`src/rtl/spi_device_fifo.sv`:
```
// SPI target with parametrised word width and CPOL/CPHA mode, oversampled on clk, fed by a TX FIFO.
// Defining SPI_DEVICE_FIFO_STATUS_EN adds sticky tx_underrun/frame_abort flags and a status_clear input.
module spi_device_fifo #(
    parameter int WIDTH    = 8,
    parameter int CPOL     = 0,
    parameter int CPHA     = 0,
    parameter int TX_DEPTH = 4
) (
    input  logic                        clk,
    input  logic                        reset,
    input  logic                        spi_sck,
    input  logic                        spi_cs_n,
    input  logic                        spi_sdi,
    output logic                        spi_sdo,
    output logic [WIDTH-1:0]            rx_data,
    output logic                        rx_strobe,
    input  logic [WIDTH-1:0]            tx_data,
    input  logic                        tx_valid,
    output logic                        tx_ready,
    output logic [$clog2(TX_DEPTH):0]   tx_level
`ifdef SPI_DEVICE_FIFO_STATUS_EN
    ,
    output logic                        tx_underrun,
    output logic                        frame_abort,
    input  logic                        status_clear
`endif
);

    localparam int AW    = $clog2(TX_DEPTH);
    localparam int CNT_W = $clog2(WIDTH + 1);
    localparam logic SCK_IDLE = (CPOL != 0);
    localparam logic [CNT_W-1:0] FULL_CNT  = CNT_W'(WIDTH);
    localparam logic [CNT_W-1:0] LAST_CNT  = CNT_W'(WIDTH - 1);
    localparam logic [AW:0]      DEPTH_LVL = (AW + 1)'(TX_DEPTH);

    logic [1:0]       cs_sync;
    logic [2:0]       sck_sync;
    logic [2:0]       sdi_sync;
    logic             cs_prev;

    logic             armed;
    logic [CNT_W-1:0] bit_cnt;
    logic [WIDTH-1:0] rx_shift;
    logic [WIDTH-1:0] tx_shift;

    logic             cs_high;
    logic             cs_fall;
    logic             sck_changed;
    logic             lead_edge;
    logic             trail_edge;
    logic             word_done;
    logic             load;
    logic             sdi_bit;
    logic [WIDTH-1:0] rx_sampled;

    logic [WIDTH-1:0] mem [TX_DEPTH];
    logic [AW-1:0]    wr_ptr;
    logic [AW-1:0]    rd_ptr;
    logic             push;
    logic             pop_hit;
    logic             fifo_empty;
    logic [WIDTH-1:0] fifo_head;
    logic [AW:0]      level_next;

    // CS syncs reset to "selected" so a device reset while CS is low stays disarmed until CS rises.
    always_ff @(posedge clk) begin
        if (reset) begin
            cs_sync  <= 2'b00;
            cs_prev  <= 1'b0;
            sck_sync <= {3{SCK_IDLE}};
            sdi_sync <= 3'b000;
        end else begin
            cs_sync  <= {cs_sync[0], spi_cs_n};
            cs_prev  <= cs_sync[1];
            sck_sync <= {sck_sync[1:0], spi_sck};
            sdi_sync <= {sdi_sync[1:0], spi_sdi};
        end
    end

    assign cs_high     = cs_sync[1];
    assign cs_fall     = armed && cs_prev && !cs_sync[1];
    assign sck_changed = armed && !cs_high && (sck_sync[1] != sck_sync[2]);
    assign lead_edge   = sck_changed && (sck_sync[1] != SCK_IDLE);
    assign trail_edge  = sck_changed && (sck_sync[1] == SCK_IDLE);
    assign sdi_bit     = sdi_sync[2];
    assign rx_sampled  = {rx_shift[WIDTH-2:0], sdi_bit};

    // Mode 0 finishes on the trailing edge after the last sample; mode 1 on the last sample itself.
    assign word_done = trail_edge && (bit_cnt == ((CPHA != 0) ? LAST_CNT : FULL_CNT));
    assign load      = cs_fall || word_done;

    always_ff @(posedge clk) begin
        if (reset) begin
            armed     <= 1'b0;
            bit_cnt   <= '0;
            rx_shift  <= '0;
            tx_shift  <= '0;
            rx_data   <= '0;
            rx_strobe <= 1'b0;
        end else begin
            rx_strobe <= 1'b0;
            if (cs_high) begin
                armed    <= 1'b1;
                bit_cnt  <= '0;
                rx_shift <= '0;
            end else if (load) begin
                tx_shift <= fifo_head;
                bit_cnt  <= '0;
                if (word_done) begin
                    rx_data   <= (CPHA != 0) ? rx_sampled : rx_shift;
                    rx_strobe <= 1'b1;
                end
            end else if (lead_edge) begin
                if (CPHA == 0) begin
                    rx_shift <= rx_sampled;
                    bit_cnt  <= bit_cnt + 1'b1;
                end else if (bit_cnt != '0) begin
                    tx_shift <= {tx_shift[WIDTH-2:0], 1'b0};
                end
            end else if (trail_edge) begin
                if (CPHA == 0) begin
                    tx_shift <= {tx_shift[WIDTH-2:0], 1'b0};
                end else begin
                    rx_shift <= rx_sampled;
                    bit_cnt  <= bit_cnt + 1'b1;
                end
            end
        end
    end

    assign spi_sdo = tx_shift[WIDTH-1];

    // A pop on an empty FIFO hands out zeros and leaves the pointers alone.
    assign fifo_empty = (tx_level == '0);
    assign push       = tx_valid && tx_ready;
    assign pop_hit    = load && !fifo_empty;
    assign fifo_head  = fifo_empty ? '0 : mem[rd_ptr];

    always_comb begin
        level_next = tx_level;
        if (push && !pop_hit) begin
            level_next = tx_level + 1'b1;
        end else if (!push && pop_hit) begin
            level_next = tx_level - 1'b1;
        end
    end

    always_ff @(posedge clk) begin
        if (push) begin
            mem[wr_ptr] <= tx_data;
        end
    end

    always_ff @(posedge clk) begin
        if (reset) begin
            wr_ptr   <= '0;
            rd_ptr   <= '0;
            tx_level <= '0;
            tx_ready <= 1'b1;
        end else begin
            if (push) begin
                wr_ptr <= wr_ptr + 1'b1;
            end
            if (pop_hit) begin
                rd_ptr <= rd_ptr + 1'b1;
            end
            tx_level <= level_next;
            tx_ready <= (level_next != DEPTH_LVL);
        end
    end

`ifdef SPI_DEVICE_FIFO_STATUS_EN
    logic abort_evt;

    assign abort_evt = !cs_prev && cs_sync[1] && (bit_cnt != '0);

    // A set event in the same cycle as status_clear takes priority.
    always_ff @(posedge clk) begin
        if (reset) begin
            tx_underrun <= 1'b0;
            frame_abort <= 1'b0;
        end else begin
            if (load && fifo_empty) begin
                tx_underrun <= 1'b1;
            end else if (status_clear) begin
                tx_underrun <= 1'b0;
            end
            if (abort_evt) begin
                frame_abort <= 1'b1;
            end else if (status_clear) begin
                frame_abort <= 1'b0;
            end
        end
    end
`else
    // Without the status option there is nothing extra to build.
`endif

endmodule

```
`config.mk`:
```
export PLATFORM = sky130hd
export DESIGN_NAME = spi_device_fifo
export DESIGN_NICKNAME = d
export VERILOG_FILES = /design/src/rtl/spi_device_fifo.sv
export SDC_FILE = /design/constraint.sdc
export NUM_CORES = 1
export LEC_CHECK = 0
export ABC_AREA = 1
export CORE_UTILIZATION = 45
export DETAILED_ROUTE_END_ITERATION = 8
export PLACE_DENSITY = 0.68
export SYNTH_ARGS = -nofsm -noshare
export SYNTH_HDL_FRONTEND = slang
export SYNTH_SLANG_ARGS = --single-unit
```
`constraint.sdc`:
```
create_clock -name clk -period 1.84 [get_ports clk]
set_input_delay 0.46 -clock clk [delete_from_list [all_inputs] [get_ports clk]]
set_output_delay 0.46 -clock clk [all_outputs]
set_load 0.02 [all_outputs]
```
# --- Word level (Yosys, flattened, before mapping) ---
# Memory sizes are Yosys's and may differ from the RTL's. A register that Yosys moved wholly into a read port is not among the register bits.
# Cells that the tools add are included.
word_totals:
  mem_bits_rw: 32
  latchBits: 0
  word_cells: 62
  mem_bits_ro: 0
  memories: 1
  regBits: 47
mem_list:
  columns: ["memory", "words", "word_bits", "rd", "rd_ports_with_merged_regs", "write_ports", "line", "rtl"]
  rows:
  - ["mem", 4, 8, 1, 1, 1, "56", "logic [WIDTH-1:0] mem [TX_DEPTH];"]
op_classes:
  n_eq_ne: 4
  add_sub_neg: 5
  n_lt_le_gt_ge: 0
  n_reduce_logical: 24
  muxes: 11
  n_bitwise: 3
  n_mul: 0
  shift: 0
  div_mod_pow: 0
op_table:
  columns: ["cell", "n"]
  rows:
  - ["$mux W8", 4]
  - ["$logic_and A1 B1 Y1", 11]
  - ["$mux W3", 2]
  - ["$reduce_and A3 Y1", 2]
  - ["$reduce_or A3 Y1", 2]
  - ["$add A2 B1 Y2 const B", 2]
  - ["$add A4 B1 Y4 const B", 1]
  - ["$eq A4 B4 Y1 const B", 1]
  - ["$logic_not A1 Y1", 4]
  - ["$mux W2", 2]
  - ["$add A3 B1 Y3 const B", 1]
  - ["$logic_not A3 Y1", 1]
  - ["$mux W1", 3]
  - ["$ne A3 B3 Y1 const B", 1]
  - ["$not A1 Y1", 3]
  - ["$sub A3 B1 Y3 const B", 1]
  - ["$ne A2 B1 Y1 const B", 1]
  - ["$reduce_and A2 Y1", 1]
  - ["$reduce_bool A2 Y1", 1]
  - ["$reduce_or A2 Y1", 1]
  - ["$logic_or A1 B1 Y1", 1]
  - ["$ne A1 B1 Y1", 1]

# --- Depth between registers and ports, before layout ---
# Gate-level depths: netlist of run 1.
logic_depth:
  ltp_word: 11
  mapped_depth: 11
  ltp_nobuf: 11

# --- Least setup slack after synthesis of run 1 ---
# Ideal clock, no wire load.
synth_timing:
  path_type: "reg-to-reg"
  start: "reg tx_level[0]"
  end: "reg tx_ready"
  path_stages_with_launch: 10
  slack_ns: 0.143
  t_arrival_ns: 1.580
  required_time_ns: 1.723
  path_cell_list: "dfxtp_1 -> inv_1 -> ha_1 -> nand2_1 -> clkbuf_1 -> nand3_2 -> nand3_1 -> nand2_1 -> nor2_1 -> nand2_1"
synth_between:
  elab_chain_len: 7
synth_rtl:
  columns: ["element", "line", "rtl"]
  rows:
  - ["start: declaration", "20", "output logic [$clog2(TX_DEPTH):0] tx_level"]
  - ["start signal: assignment", "167", "tx_level <= level_next;"]
  - ["parallel branches: the longest is 5 deep, another holds $sub A3 B1 Y3", null, null]
  - ["$mux W3 *", "141", "if (push && !pop_hit) begin"]
  - ["$ne A3 B3 Y1 *", "168", "tx_ready <= (level_next != DEPTH_LVL);"]
  - ["end signal: assignment", "168", null]
  - ["end: declaration", "19", "output logic tx_ready,"]
# Mark *: on every way between the ends.
# A chain may end at the register's enable or synchronous reset.

# --- Final worst setup path of run 1 ---
layout_timing:
  start: "reg rx_data[6]"
  end: "out rx_data[6]"
layout_lines:
  columns: ["element", "line", "rtl"]
  rows:
  - ["start: declaration", "15", "output logic [WIDTH-1:0] rx_data,"]
  - ["start signal: assignment", "110", "rx_data <= (CPHA != 0) ? rx_sampled : rx_shift;"]
# No word-level cell between the ends.

==> results.sh, run 1 <==
export IMPL_outcome="finished clean"
export IMPL_grt_ovfl_total=0
export IMPL_cp_cell_sequence="clkdlybuf4s50_1"
export IMPL_rsz0062_at_grt="false"
export IMPL_timing_fmax_mhz=563
export IMPL_worst_pin_slew_ns=0.409
export IMPL_fin_crit_ns=1.78
export IMPL_final_area_mm2=0.00387
export IMPL_drtIter0Drc=142
export IMPL_cts_sinks=81
export IMPL_layout_commonest_cell="dfxtp_1"
export IMPL_critPathBufInv=1
export IMPL_io_buffers=27
export IMPL_maxCapViolations=0
export IMPL_place_congestion=0.773
export IMPL_most_common_layout_cells="dfxtp_1 (49), nor2_1 (36), inv_1 (35)"
export IMPL_ys_warn_count=0
export IMPL_first_global_vias=2265
export IMPL_synth_top_area_share=0.304
export IMPL_fp_dieH_um=86.7
export IMPL_routed_wl_mm=5.92
export IMPL_netlist_top_cells_area="dfxtp_1 (30%), edfxtp_1 (30%), a21oi_1 (5.1%)"
export IMPL_dpl_cell_area_mm2=0.00364
export IMPL_critPathArrivalTime_ns=1.32
export IMPL_maxSlewHeadroom=0.727
export IMPL_syn_avg_cell_area_um2=10.0
export IMPL_dp_slack_ns=0.0308
export IMPL_slowest_stage="clkdlybuf4s50_1"
export IMPL_die_area_mm2=0.00751
export IMPL_num_io_pins=28
export IMPL_end_kind="output port"
export IMPL_ys_seq_area_frac=0.602
export IMPL_drc=0
export IMPL_ant_nets=0
export IMPL_hpwl_mm=4.18
export IMPL_dp_cells=446
export IMPL_drt_first_pass_iters=4
export IMPL_clock_skew_ns=0.00789
export IMPL_maxSlewViolCount=0
export IMPL_ys_async_sr_fraction=0
export IMPL_vias_per_cell=4.97
export IMPL_fin_setup_tns_ns=0
export IMPL_clock_root_buffer="clkbuf_8"
export IMPL_fin_ws_ns=0.0642
export IMPL_clockBufferDepth=2
export IMPL_post_route_util=0.563
export IMPL_vias=2303
export IMPL_grt_max_degree=21
export IMPL_row_count=30
export IMPL_power_per_cell_area_mw_per_mm2=916
export IMPL_cts_buffers=9
export IMPL_synth_main_ff_cell="dfxtp_1"
export IMPL_wl_per_cell_um=12.8
export IMPL_insertion_delay_ns=0.35
export IMPL_ys_ff_latch=81
export IMPL_cts_tree="yes"
export IMPL_leakage_nw=1.49
export IMPL_hold_path_class="reg -> reg"
export IMPL_setup_viol=0
export IMPL_slowest_delay_ns=0.62
export IMPL_period_share=0.965
export IMPL_grt_pass1_wl_mm=10.4
export IMPL_crit_required_ns=1.38
export IMPL_crit_fanout=2
export IMPL_antenna_cells=0
export IMPL_clkTransAtPathRegs_ns=0.08
export IMPL_core_area_mm2=0.00687
export IMPL_syn_area_mm2=0.00323
export IMPL_critPathLaunchType="register"
export IMPL_cp_top_family="buffers and inverters"
export IMPL_antenna_found_initial=0
export IMPL_final_nets=385
export IMPL_htreeDepth=3
export IMPL_areaGrowthSynthToFinish_pct=19.9
export IMPL_synth_fp_nets=345
export IMPL_ir_worst_vdd_uv=491
export IMPL_synthCells=322
export IMPL_synth_edf_count=32
export IMPL_hold_buffers=0
export IMPL_hold_viol=0
export IMPL_layoutNonFillerInstCount=463
export IMPL_start_util=0.470
export IMPL_synth_top_area_cell="dfxtp_1"
export IMPL_drive_gt1_frac=0.117
export IMPL_grt_usage=0.182
export IMPL_ys_types=34
export IMPL_die_width_um=86.7
export IMPL_critPathKind="reg -> out"
[where the power goes]
part           switching, mW  internal [mW]
Clock                  0.612          0.757
Sequential            0.0218           1.92
Combinational          0.139         0.0952
[layer usage]
layer | vias to the layer above | track usage | wire length [um]
li1 | 1176 | - | -
met1 | 1072 | 0.240 | 2850
met2 | 43 | 0.291 | 2770
met3 | 12 | 0.0267 | 165
met4 | 0 | 0.0955 | 133
met5 | - | 0 | 0
[through the flow]
step	power (mW)	hold WS (ns)
floorplan	2.11	0.388
global placement	2.21	0.390
detailed placement	2.21	0.396
CTS	3.56	0.407
global route	3.66	0.420
finish	3.54	0.405
[worst reg2reg max path, stage by stage (launching register included)]
cell and delay, ns:
dfxtp_1 0.33, inv_1 0.08, ha_1 0.19, nand3b_4 0.13, o21bai_4 0.20, nand2_2 0.14
nand2_2 0.12, nand2_1 0.06, nand2_1 0.07, nand2_1 0.05, nor2_1 0.10, nand2_1 0.06
[final timing paths]
kind	cells after the start	startpoint	to	slack, ns
worst min-delay path	2	sdi_sync[1]$_SDFF_PP0_	sdi_sync[2]$_SDFF_PP0_	0.40
worst max-delay path	1	rx_data[6]$_SDFFE_PP0P_	rx_data[6]	0.06
worst min register to register	2	sdi_sync[1]$_SDFF_PP0_	sdi_sync[2]$_SDFF_PP0_	0.40
worst max register to register	11	bit_cnt[1]$_SDFFE_PP0P_	tx_ready$_SDFF_PP1_	0.20
[flip-flops by register name (all words and copies together) (netlist names), 3 cells and up, named ones only]
| signal | flops |
|---|---|
| bit_cnt | 4 |
| mem | 32 |
| rx_data | 8 |
| rx_shift | 8 |
| sck_sync | 3 |
| sdi_sync | 3 |
| tx_level | 3 |
| tx_shift | 8 |
[cell families after synthesis]
group / share of synthesized area
compound gates: 0.136
xor+xnor: 0.00814
fa+ha+maj: 0.0349
buf+inv: 0.0663
flops: 0.602
simple gates: 0.153
[area by class of cell]
type,instances,area (um^2)
clock buffers,10,128
repair buffers,40,373
clock inverters,6,82.6
well taps,96,120
flip-flops and latches,81,1940
fillers,601,3000
inverters,39,149
multi-input cells,191,1070
[cell usage after synthesis, drive strengths merged (2+ instances only)]
| library cell | instances |
|---|---|
| dfxtp | 49 |
| o21ai | 30 |
| nor2 | 38 |
| inv | 39 |
| a31oi | 5 |
| buf | 5 |
| edfxtp | 32 |
| ha | 9 |
| nand2 | 29 |
| nand4 | 2 |
| o31ai | 2 |
| clkbuf | 6 |
| o22ai | 8 |
| a21oi | 34 |
| xor2 | 3 |
| nor3 | 4 |
| nand3 | 23 |
[repair_timing]
action	in CTS	in global routing
setup endpoints to repair	0	5
gates resized for setup	0	3
buffers inserted	0	1
Power figures use the tool's default switching activity.
==> run 2: changes to the inputs <==
--- a/config.mk
+++ b/config.mk
@@ -6,9 +6,11 @@
 export NUM_CORES = 1
 export LEC_CHECK = 0
 export ABC_AREA = 1
+export CORE_ASPECT_RATIO = 0.6
 export CORE_UTILIZATION = 45
+export CTS_CLUSTER_SIZE = 40
 export DETAILED_ROUTE_END_ITERATION = 8
-export PLACE_DENSITY = 0.68
+export PLACE_DENSITY_LB_ADDON = 0.12
 export SYNTH_ARGS = -nofsm -noshare
 export SYNTH_HDL_FRONTEND = slang
 export SYNTH_SLANG_ARGS = --single-unit
==> results.sh, run 2 (same netlist as run 1, synthesis figures left out) <==
export IMPL_outcome="complete, but fails checks"
export IMPL_violations="design-rule violations"
export IMPL_insertion_delay_ns=0.33
export IMPL_grt_pass1_wl_mm=10.5
export IMPL_io_buffers=27
export IMPL_worstHoldEndpoint="sck_sync[1]$_SDFF_PP0_"
export IMPL_fp_dieH_um=67.6
export IMPL_fin_crit_ns=1.79
export IMPL_clkTransAtPathRegs_ns=0.06
export IMPL_row_count=23
export IMPL_leakage_nw=1.54
export IMPL_rr_worst_depth=10
export IMPL_cp_top_family="buffers and inverters"
export IMPL_cts_tree="yes"
export IMPL_grt_ovfl_total=0
export IMPL_most_common_layout_cells="dfxtp_1 (49), nor2_1 (36), inv_1 (35)"
export IMPL_post_route_util=0.585
export IMPL_dpl_cell_area_mm2=0.00365
export IMPL_power_per_cell_area_mw_per_mm2=996
export IMPL_multiInputGateArea_mm2=0.00107
export IMPL_num_io_pins=28
export IMPL_end_kind="output port"
export IMPL_final_nets=389
export IMPL_rsz0062_at_grt="true"
export IMPL_fillerInstances=577
export IMPL_drtIter0Drc=121
export IMPL_critPathArrivalTime_ns=1.33
export IMPL_register_area_mm2=0.00194
export IMPL_maxSlewViolCount=0
export IMPL_critPathBufInv=1
export IMPL_layout_commonest_cell="dfxtp_1"
export IMPL_hold_path_class="reg -> reg"
export IMPL_slowest_delay_ns=0.63
export IMPL_regToRegEndpoint="rx_shift[1]$_SDFFE_PP0P_"
export IMPL_cts_sinks=81
export IMPL_maxCapViolations=0
export IMPL_rrSetupSlack_ns=0.17
export IMPL_fin_setup_tns_ns=0
export IMPL_timing_fmax_mhz=559
export IMPL_largest_reg_flops=32
export IMPL_htreeDepth=3
export IMPL_clockBufferDepth=2
export IMPL_drive_gt1_frac=0.124
export IMPL_die_area_mm2=0.00752
export IMPL_areaGrowthSynthToFinish_pct=23.2
export IMPL_critPathKind="reg -> out"
export IMPL_clock_skew_ns=0.00677
export IMPL_start_util=0.475
export IMPL_top_register="mem"
export IMPL_p_comb_frac=0.061
export IMPL_vias=2289
export IMPL_critPathLaunchType="register"
export IMPL_layoutNonFillerInstCount=458
export IMPL_crit_required_ns=1.38
export IMPL_wl_per_cell_um=13.9
export IMPL_vias_per_cell=5.00
export IMPL_crit_fanout=4
export IMPL_place_congestion=0.792
export IMPL_maxSlewHeadroom=0.688
export IMPL_ant_nets=0
export IMPL_reg2reg_from="bit_cnt[1]$_SDFFE_PP0P_"
export IMPL_clkPwrFrac=0.449
export IMPL_hold_buffers=0
export IMPL_antenna_cells=0
export IMPL_period_share=0.972
export IMPL_grt_max_degree=17
export IMPL_dp_slack_ns=-0.0196
export IMPL_hold_viol=0
export IMPL_cts_buffers=9
export IMPL_slowest_stage="clkdlybuf4s50_1"
export IMPL_first_global_vias=2130
export IMPL_hold_depth=2
export IMPL_p_sw_uw=815
export IMPL_antenna_found_initial=0
export IMPL_ir_worst_vdd_uv=628
export IMPL_grt_usage=0.189
export IMPL_dp_cells=439
export IMPL_core_area_mm2=0.00679
export IMPL_hpwl_mm=4.62
export IMPL_clock_root_buffer="clkbuf_16"
export IMPL_setup_viol=0
export IMPL_fin_ws_ns=0.0508
export IMPL_cp_cell_sequence="clkdlybuf4s50_1"
export IMPL_worst_pin_slew_ns=0.468
export IMPL_die_width_um=111
export IMPL_drt_first_pass_iters=6
export IMPL_routed_wl_mm=6.38
export IMPL_switching_share=0.206
export IMPL_hold_start="sck_sync[0]$_SDFF_PP0_"
export IMPL_drc=4
export IMPL_final_area_mm2=0.00398
export IMPL_power_sequential_fraction=0.491
export IMPL_p_int_mw=3.15
-- run 2: stage by stage --
step / hold slack, ns / total power [mW]
6_report: 0.404 / 3.96
3_3_place_gp: 0.390 / 2.21
3_5_place_dp: 0.394 / 2.22
4_1_cts: 0.406 / 3.99
5_1_grt: 0.435 / 4.12
2_1_floorplan: 0.388 / 2.11
-- run 2: power groups by stage --
stage	logic (mW)	registers, mW	clock network [mW]
global placement	0.234	1.98	0
global route	0.272	1.95	1.90
finish	0.241	1.94	1.78
detailed placement	0.242	1.98	0
CTS	0.243	1.94	1.81
floorplan	0.128	1.98	0
-- run 2: what timing repair did --
action                                  4_1_cts  5_1_grt
buffers inserted                              0        3
resized for setup                             0        2
endpoints found under the setup margin        0        5
-- run 2: worst max-delay path by stage --
stage | start | to | cells after the start
6_report | tx_level[0]$_SDFF_PP0_ | tx_level[0] | 1
5_1_grt | bit_cnt[1]$_SDFFE_PP0P_ | tx_ready$_SDFF_PP1_ | 10
4_1_cts | tx_level[1]$_SDFF_PP0_ | tx_level[1] | 1
3_5_place_dp | tx_valid | tx_ready$_SDFF_PP1_ | 9
3_3_place_gp | tx_valid | tx_ready$_SDFF_PP1_ | 9
2_1_floorplan | tx_level[0]$_SDFF_PP0_ | tx_ready$_SDFF_PP1_ | 9
-- run 2: layout make-up --
class / count / share of cell area
clock buffer: 13 / 0.0658
tap: 87 / 0.0274
inverter: 39 / 0.0375
sequential: 81 / 0.489
clock inverter: 3 / 0.0101
multi-input combinational: 191 / 0.270
timing repair buffer: 44 / 0.101
-- run 2: worst min-delay path: cells and delay by family, from the launching register on --
| kind | cells | cell delay (ns) |
|---|---|---|
| AND/OR/NAND/NOR | 1 | 0.03 |
| buffers and inverters | 1 | 0.04 |
| flip-flops | 1 | 0.29 |
-- run 2: layer usage --
layer	track usage	part of all wire	wire length [um]	vias to the layer above
met5	0	0	0	-
met4	0.0709	0.0091	58	0
met3	0.0548	0.053	336	8
met2	0.262	0.38	2450	37
met1	0.276	0.55	3530	1060
li1	-	-	-	1184
==> run 3: changes to the inputs <==
--- a/config.mk
+++ b/config.mk
@@ -8,6 +8,7 @@
 export ABC_AREA = 1
 export CORE_ASPECT_RATIO = 0.6
 export CORE_UTILIZATION = 45
+export CTS_BUF_LIST = sky130_fd_sc_hd__clkbuf_8
 export CTS_CLUSTER_SIZE = 40
 export DETAILED_ROUTE_END_ITERATION = 8
 export PLACE_DENSITY_LB_ADDON = 0.12
==> results.sh, run 3 (same netlist as run 1, synthesis figures left out) <==
export IMPL_clock_root_buffer="clkbuf_8"
export IMPL_violations="design-rule violations"
export IMPL_layoutNonFillerInstCount=458
export IMPL_layout_commonest_cell="dfxtp_1"
export IMPL_die_area_mm2=0.00752
export IMPL_ir_worst_vdd_uv=468
export IMPL_p_comb_frac=0.068
export IMPL_clkPwrFrac=0.380
export IMPL_crit_fanout=2
export IMPL_place_congestion=0.792
export IMPL_first_global_vias=2110
export IMPL_rr_worst_depth=10
export IMPL_power_total_mw=3.51
export IMPL_gr_usage_met2=0.261
export IMPL_wl_per_cell_um=13.8
export IMPL_drc=4
export IMPL_hpwl_mm=4.62
export IMPL_grt_pass1_wl_mm=10.5
export IMPL_cp_top_family="buffers and inverters"
export IMPL_largest_reg_flops=32
export IMPL_maxSlewHeadroom=0.694
export IMPL_ant_nets=0
export IMPL_vias=2287
export IMPL_crit_required_ns=1.38
export IMPL_core_area_mm2=0.00679
export IMPL_power_sequential_fraction=0.552
export IMPL_p_sw_uw=755
export IMPL_rsz0062_at_grt="true"
export IMPL_critPathBufInv=1
export IMPL_hold_depth=2
export IMPL_grt_usage=0.190
export IMPL_routed_wl_mm=6.34
export IMPL_hold_viol=0
export IMPL_fin_crit_ns=1.77
export IMPL_worst_pin_slew_ns=0.458
export IMPL_vias_per_cell=4.99
export IMPL_critPathKind="reg -> out"
export IMPL_hold_path_class="reg -> reg"
export IMPL_insertion_delay_ns=0.35
export IMPL_die_width_um=111
export IMPL_areaGrowthSynthToFinish_pct=20.3
export IMPL_start_util=0.475
export IMPL_fin_ws_ns=0.0697
export IMPL_timing_fmax_mhz=565
export IMPL_period_share=0.962
export IMPL_most_common_layout_cells="dfxtp_1 (49), inv_1 (38), nor2_1 (36)"
export IMPL_final_nets=389
export IMPL_cp_cell_sequence="clkdlybuf4s50_1"
export IMPL_met1_usage=0.273
export IMPL_power_per_cell_area_mw_per_mm2=904
export IMPL_cts_tree="yes"
export IMPL_grt_ovfl_total=0
export IMPL_leakage_nw=1.53
export IMPL_outcome="complete, but fails checks"
export IMPL_io_buffers=27
export IMPL_cts_sinks=81
export IMPL_critPathLaunchType="register"
export IMPL_end_kind="output port"
export IMPL_critPathArrivalTime_ns=1.31
export IMPL_antenna_found_initial=0
export IMPL_htreeDepth=3
export IMPL_drive_gt1_frac=0.124
export IMPL_grt_met3_usage=0.0682
export IMPL_dp_cells=439
export IMPL_dp_slack_ns=-0.0196
export IMPL_maxSlewViolCount=0
export IMPL_slowest_delay_ns=0.62
export IMPL_drt_first_pass_iters=6
export IMPL_grt_max_degree=17
export IMPL_clockBufferDepth=2
export IMPL_fp_dieH_um=67.6
export IMPL_cts_buffers=9
export IMPL_fin_setup_tns_ns=0
export IMPL_clkTransAtPathRegs_ns=0.08
export IMPL_switching_share=0.215
export IMPL_num_io_pins=28
export IMPL_worst_path_stages=1
export IMPL_slowest_stage="clkdlybuf4s50_1"
export IMPL_drtIter0Drc=115
export IMPL_hold_buffers=0
export IMPL_post_route_util=0.572
export IMPL_p_int_mw=2.76
export IMPL_gr_max_usage_layer="met1"
export IMPL_maxCapViolations=0
export IMPL_row_count=23
export IMPL_antenna_cells=0
export IMPL_setup_viol=0
export IMPL_top_register="mem"
export IMPL_clock_skew_ns=0.0101
[run 3: cell types whose count changed in the layout (fill, tap and decap cells not counted), sizes merged]
| cell | change |
|---|---|
| bufinv | +1 |
| dlygate4sd2 | +1 |
| inv | +3 |
| dlymetal6s2s | +2 |
| clkdlybuf4s50 | -3 |
| clkbuf | -4 |
[run 3: final cells by class]
type / instances / area [um^2]
sequential: 81 / 1940
inverter: 39 / 149
fill: 581 / 2910
clock inverter: 7 / 81.3
tap: 87 / 109
timing repair buffer: 44 / 404
clock buffer: 9 / 124
multi-input combinational: 191 / 1070
[run 3: stage by stage]
stage	hold slack (ns)	instance area, um^2
after floorplan	0.388	3230
after global placement	0.390	3650
after detailed placement	0.394	3650
after CTS	0.404	3850
after global routing	0.428	3880
final	0.404	3880
[run 3: final timing paths]
kind              slack [ns]                  endpoint               startpoint
setup / recovery        0.07                rx_data[4]  rx_data[4]$_SDFFE_PP0P_
hold / removal          0.40    sdi_sync[1]$_SDFF_PP0_   sdi_sync[0]$_SDFF_PP0_
setup reg to reg        0.16  rx_shift[3]$_SDFFE_PP0P_  bit_cnt[1]$_SDFFE_PP0P_
hold reg to reg         0.40    sdi_sync[1]$_SDFF_PP0_   sdi_sync[0]$_SDFF_PP0_
[run 3: power by group through the flow]
stage               Combinational, mW  Sequential, mW  Clock [mW]
CTS                             0.240            1.94        1.37
floorplan                       0.128            1.98           0
finish                          0.237            1.94        1.33
global route                    0.270            1.94        1.47
detailed placement              0.242            1.98           0
global placement                0.234            1.98           0
[run 3: what timing repair did]
item                       in CTS  in global routing
pin swaps                       0                  1
gates resized for setup         1                  4
buffers inserted                0                  3
setup endpoints to repair       1                  5
[run 3: routing by layer]
layer	up-vias	wire [um]
met5	-	0
met4	0	55
met3	6	319
met2	36	2500
met1	1064	3470
li1	1181	-
